$ cat config.mk
export PLATFORM = sky130hd
export DESIGN_NAME = dmem_image_loader
export DESIGN_NICKNAME = d
export VERILOG_FILES = /design/src/rtl/dmem_image_loader_pkg.sv /design/src/rtl/dmem_image_loader_word_packer.sv /design/src/rtl/dmem_image_loader.sv
export SDC_FILE = /design/constraint.sdc
export NUM_CORES = 1
export LEC_CHECK = 0
export BUFFER_PORTS_ARGS = -buffer_cell sky130_fd_sc_hd__buf_4
export CORE_MARGIN = 2
export CORE_UTILIZATION = 54
export CTS_BUF_LIST = sky130_fd_sc_hd__clkbuf_8 sky130_fd_sc_hd__clkbuf_16
export CTS_CLUSTER_SIZE = 12
export DETAILED_ROUTE_END_ITERATION = 16
export GPL_ROUTABILITY_DRIVEN = 0
export PLACE_DENSITY = 0.74
export SYNTH_ARGS = -nofsm -noshare
export SYNTH_HDL_FRONTEND = slang
export SYNTH_SLANG_ARGS = --single-unit
$ cat constraint.sdc
create_clock -name clk -period 5.8 [get_ports clk]
set_input_delay 0.87 -clock clk [delete_from_list [all_inputs] [get_ports clk]]
set_output_delay 0.87 -clock clk [all_outputs]
set_load 0.02 [all_outputs]
$ cat src/rtl/dmem_image_loader_pkg.sv
// Shared definitions for the data-memory image loader: FSM encoding,
// frame marker default and the geometry of the mMIPS data memory.
package dmem_image_loader_pkg;

    typedef enum logic [2:0] {
        ST_SYNC   = 3'd0,
        ST_CNT_HI = 3'd1,
        ST_CNT_LO = 3'd2,
        ST_DATA   = 3'd3,
        ST_CHK    = 3'd4,
        ST_DONE   = 3'd5,
        ST_ERROR  = 3'd6
    } state_t;

    localparam logic [7:0] SYNC_BYTE_DEFAULT = 8'hA5;

    // Data memory is 64 banks of 512 words each.
    localparam int DMEM_BANKS      = 64;
    localparam int DMEM_BANK_WORDS = 512;
    localparam int DMEM_WORDS      = DMEM_BANKS * DMEM_BANK_WORDS;
    localparam int DMEM_ADDR_W     = $clog2(DMEM_WORDS);

    // Words arrive big-endian: the three earlier bytes form the top 24 bits.
    function automatic logic [31:0] pack_word(input logic [23:0] hi, input logic [7:0] lo);
        return {hi, lo};
    endfunction

endpackage

$ cat src/rtl/dmem_image_loader_word_packer.sv
// Collects four accepted bytes into a big-endian word and pulses
// o_word_valid for one cycle once the word is complete.
module dmem_image_loader_word_packer
    import dmem_image_loader_pkg::*;
(
    input  logic        clk,
    input  logic        rst,
    input  logic        i_flush,
    input  logic        i_byte_valid,
    input  logic [7:0]  i_byte,
    output logic [1:0]  o_idx,
    output logic [31:0] o_word,
    output logic        o_word_valid
);

    logic [23:0] r_shift;
    logic [1:0]  r_idx;
    logic [31:0] r_word;
    logic        r_word_valid;

    // r_word is only reloaded on a completed word, so it holds between writes.
    always_ff @(posedge clk or posedge rst) begin
        if (rst) begin
            r_shift      <= '0;
            r_idx        <= '0;
            r_word       <= '0;
            r_word_valid <= 1'b0;
        end else begin
            r_word_valid <= 1'b0;
            if (i_flush) begin
                r_shift <= '0;
                r_idx   <= '0;
            end else if (i_byte_valid) begin
                r_shift <= {r_shift[15:0], i_byte};
                r_idx   <= r_idx + 2'd1;
                if (r_idx == 2'd3) begin
                    r_word       <= pack_word(r_shift, i_byte);
                    r_word_valid <= 1'b1;
                end
            end
        end
    end

    assign o_idx        = r_idx;
    assign o_word       = r_word;
    assign o_word_valid = r_word_valid;

endmodule

$ cat src/rtl/dmem_image_loader.sv
// Loads a framed, XOR-checksummed byte stream into the mMIPS data memory and
// keeps the processor in reset until a verified image is in place.
module dmem_image_loader
    import dmem_image_loader_pkg::*;
#(
    parameter int         ADDR_W    = DMEM_ADDR_W,
    parameter logic [7:0] SYNC_BYTE = SYNC_BYTE_DEFAULT,
    parameter int         MAX_WORDS = DMEM_WORDS
) (
    input  logic              clk,
    input  logic              rst,
    input  logic [7:0]        in_data,
    input  logic              in_valid,
    output logic              in_ready,
    input  logic              clear,
    output logic              mem_we,
    output logic [ADDR_W-1:0] mem_addr,
    output logic [31:0]       mem_wdata,
    output logic              cpu_hold,
    output logic              done,
    output logic              err,
    output logic [2:0]        dbg_state
);

    // Handshake: a byte moves when in_valid & in_ready in the same cycle; the
    // source must hold in_data stable while in_valid is high and in_ready low.

    state_t             r_state;
    state_t             w_next_state;
    logic [7:0]         r_cnt_hi;
    logic [15:0]        r_left;
    logic [ADDR_W-1:0]  r_word_idx;
    logic [ADDR_W-1:0]  r_mem_addr;
    logic [7:0]         r_csum;

    logic               w_xfer;
    logic               w_data_xfer;
    logic               w_flush;
    logic [15:0]        w_count;
    logic               w_count_too_big;
    logic [1:0]         w_idx;
    logic [31:0]        w_word;
    logic               w_word_valid;

    // Stalling only in the write cycle keeps at most one word in flight.
    assign in_ready    = ~w_word_valid;
    assign w_xfer      = in_valid & in_ready;
    assign w_data_xfer = w_xfer && (r_state == ST_DATA);
    assign w_flush     = w_xfer && (r_state == ST_SYNC) && (in_data == SYNC_BYTE);
    assign w_count     = {r_cnt_hi, in_data};
    assign w_count_too_big = {16'd0, w_count} > 32'(MAX_WORDS);

    dmem_image_loader_word_packer u_packer (
        .clk          (clk),
        .rst          (rst),
        .i_flush      (w_flush),
        .i_byte_valid (w_data_xfer),
        .i_byte       (in_data),
        .o_idx        (w_idx),
        .o_word       (w_word),
        .o_word_valid (w_word_valid)
    );

    always_ff @(posedge clk or posedge rst) begin
        if (rst) begin
            r_state <= ST_SYNC;
        end else begin
            r_state <= w_next_state;
        end
    end

    always_comb begin
        w_next_state = r_state;
        done         = 1'b0;
        err          = 1'b0;
        cpu_hold     = 1'b1;
        case (r_state)
            ST_SYNC: begin
                if (w_xfer && (in_data == SYNC_BYTE)) w_next_state = ST_CNT_HI;
            end
            ST_CNT_HI: begin
                if (w_xfer) w_next_state = ST_CNT_LO;
            end
            ST_CNT_LO: begin
                if (w_xfer) begin
                    if (w_count_too_big)      w_next_state = ST_ERROR;
                    else if (w_count == 16'd0) w_next_state = ST_CHK;
                    else                       w_next_state = ST_DATA;
                end
            end
            ST_DATA: begin
                // r_left already counts the word being written this cycle.
                if (w_word_valid && (r_left == 16'd0)) w_next_state = ST_CHK;
            end
            ST_CHK: begin
                if (w_xfer) w_next_state = (in_data == r_csum) ? ST_DONE : ST_ERROR;
            end
            ST_DONE: begin
                done     = 1'b1;
                cpu_hold = 1'b0;
                if (clear) w_next_state = ST_SYNC;
            end
            ST_ERROR: begin
                err = 1'b1;
                if (clear) w_next_state = ST_SYNC;
            end
            default: w_next_state = ST_SYNC;
        endcase
    end

    always_ff @(posedge clk or posedge rst) begin
        if (rst) begin
            r_cnt_hi   <= '0;
            r_left     <= '0;
            r_word_idx <= '0;
            r_mem_addr <= '0;
            r_csum     <= '0;
        end else begin
            if ((r_state == ST_CNT_HI) && w_xfer) begin
                r_cnt_hi <= in_data;
            end
            if ((r_state == ST_CNT_LO) && w_xfer) begin
                r_left     <= w_count;
                r_word_idx <= '0;
                r_csum     <= '0;
            end
            if (w_data_xfer) begin
                r_csum <= r_csum ^ in_data;
                if (w_idx == 2'd3) begin
                    r_mem_addr <= r_word_idx;
                    r_word_idx <= r_word_idx + ADDR_W'(1);
                    r_left     <= r_left - 16'd1;
                end
            end
            if (((r_state == ST_DONE) || (r_state == ST_ERROR)) && clear) begin
                r_csum <= '0;
            end
        end
    end

    assign mem_we    = w_word_valid;
    assign mem_addr  = r_mem_addr;
    assign mem_wdata = w_word;
    assign dbg_state = r_state;

endmodule

==> summary.txt <==
top-count cell post-synth: nand2_1
Critical Path RT: 6.25 ns
worst skew pair latency: 0.52 ns
register area share after synthesis: 55.1%
Rel. slew slack: 16.2%
DRC viols: 0
Crit path largest cell delay: 1.20 ns
routed len/inst: 16.3 µm
ANT nets after route: 0
CTS sink cnt: 124
Period minus WS final: 3.60 ns
First DRT Iteration DRCs: 318
post-synthesis net count: 630
status: completed
Hold Path Class: register to register
Synth-to-Final Area Change: 20.4%
unrepaired setup endpoints after global routing: no
Post-synth top cells: 212 x nand2_1, 124 x dfrtp_1, 39 x a21oi_1
area of the core: 10200 µm²
DR pass1 iterations: 5
highest clock rate: 0.278 GHz
static leakage: 3.30 nW
global-route wire length before repair: 22100 µm
worst-path cell chain: and3b_1 -> nand3_2 -> inv_2 -> nor2_1 -> a21oi_1 -> o221a_2
Mapped Area: 5630 µm²
Worst Max-Slew Pin Slew: 1.25 ns
Avg Vias per Cell: 5.67
Worst R2R Setup Slack: 2.20 ns
worst vdd ir: 0.000275 V
WP buf/inv: 1
ys flop type: dfrtp_1
CTS tree: done
Boundary Pins: 67
detailed placer's ending HPWL: 8120 µm
Yosys warnings: 0
total track usage: 24.7%
clock skew: 0.0110 ns
startpoint types: register
Syn Area/Cell: 9.15 µm²
number of buffers created by CTS: 17
post-cts resize count: 0
Crit Path Max Fanout: 67
Placed Area: 6170 µm²
critical path arrival: 4.05 ns
initial antenna violation count: 0
Yosys reg bits: 124
vias in the first global route: 4597
DRT Wirelength: 13300 µm
setup bufs post-CTS: 0
CP Class: register to register
Die X: 106 µm
Die Area: 11300 µm²
max-slew violations: 0
post-route cell area: 6780 µm²
CP max stage cell: inv_2
I/O Buffers: 66
remaining global-route overflow: 0
top cell type's share of synthesized area: 55.1%
fin crit share: 62.0%
CP top delay family: simple AND/OR/NAND/NOR gates
die height: 106 µm
asr flop ratio synth: 100%
Max Root-Sink Buffers: 2
Syn Inst Count: 615
final setup vio count: 0
setup_tns: 0 ns
Via Count: 4627
CTS clock-pin slew for the worst setup and hold paths: 0.06 ns
unique cell type count in the Yosys netlist: 51
Worst setup EP type: register
final hold vios: 0
Power, Total: 3.12 mW
Post-synth EDFFs: 0
ratio of cells with drive above 1 in the final layout: 17.9%
Rows: 37
CTS Root Cell: clkbuf_8
cts hold-fix bufs: 0
power per cell area: 461 nW/µm²
pin count of the biggest net entering global routing: 72
antenna diode count: 0
MaxCap Viol Count: 0
top cells by area, synth: dfrtp_1 55%, nand2_1 14%, a21oi_1 3.5%
H-tree levels: 4
Nets: 682
starting density of the core: 55.0%
largest area contributor in the netlist: dfrtp_1
-- final cells by class --
cell class / count / area (µm²)
inverter: 15 / 58.8
timing repair buffer: 69 / 518
clock inverter: 15 / 188
fill: 844 / 3460
clock buffer: 17 / 414
sequential: 124 / 3100
multi-input combinational: 440 / 2320
tap: 136 / 170
-- state kept, by name, indices dropped and copies added (netlist names) --
signal	cells
u_packer.o_word	32
u_packer.r_shift	24
r_left	16
mem_addr	15
r_word_idx	15
r_cnt_hi	8
r_csum	8
dbg_state	3
u_packer.o_idx	2
u_packer.o_word_valid	1
-- power breakdown --
group          switching, mW  leakage, nW  internal [mW]  total (mW)
clock                  0.409        0.291          0.662        1.07
combinational          0.477         1.46          0.312       0.788
sequential             0.177         1.55           1.09        1.26
total                   1.06         3.30           2.06        3.12
-- cells by family (layout without fill, tap and decap cells) --
kind of cell / count (synthesis) / count (layout) / share of synthesized area [%]
and+or+nand+nor: 302 / 302 / 23.1
DFF: 124 / 124 / 55.1
AOI/OAI and AO/OA: 97 / 97 / 10.9
buffers and inverters: 51 / 116 / 3.60
muxes: 23 / 23 / 4.27
xor gates and xnor gates: 15 / 15 / 2.33
adders and majority gates: 3 / 3 / 0.667
-- cells in the final DEF (no fill, tap or decap), types with 7 or more instances in the layout --
cell	n
a21oi_1	39
xnor2_1	12
o21a_1	7
clkbuf_16	16
dfrtp_1	124
nor4_1	8
inv_1	13
o21ai_0	17
nor2_1	34
nor3_1	7
buf_4	69
nand3_1	10
nand2_1	212
mux2_2	8
nand4_1	7
mux2i_1	15
-- worst register-to-register path: cells and delay by family, from the launching register on --
family / cells / cell delay, ns
AND/OR/NAND/NOR: 3 / 1.26
buffers and inverters: 1 / 1.24
flip-flops: 1 / 0.58
AO/OA/AOI/OAI: 2 / 0.45
-- metal layers --
layer,GRT usage [%],wire length [µm]
met5,0,0
met4,10.1,207
met3,4.48,496
met2,42.0,6850
met1,31.4,5740
-- worst paths after layout --
check | start | endpoint | cells after the start
setup / recovery | dbg_state[1]$_DFFE_PP0P_ | r_left[7]$_DFF_PP0_ | 6
hold / removal | mem_addr[10]$_DFFE_PP0P_ | mem_addr[10]$_DFFE_PP0P_ | 2
setup reg to reg | dbg_state[1]$_DFFE_PP0P_ | r_left[7]$_DFF_PP0_ | 6
hold reg to reg | mem_addr[10]$_DFFE_PP0P_ | mem_addr[10]$_DFFE_PP0P_ | 2
max in group asynchronous | rst | u_packer.o_word[4]$_DFFE_PP0P_ | 3
min in group asynchronous | rst | u_packer.o_word[5]$_DFFE_PP0P_ | 2
-- through the flow --
stage	util, %	std cells	setup slack, ns	hold slack (ns)
finish	66.2	816	2.20	0.472
global route	66.2	816	1.88	0.493
CTS	66.2	816	2.23	0.480
detailed placement	60.3	784	1.92	0.460
global placement	60.3	784	2.10	0.454
floorplan	-	615	1.63	0.439
(Power assumes the default switching activity.)
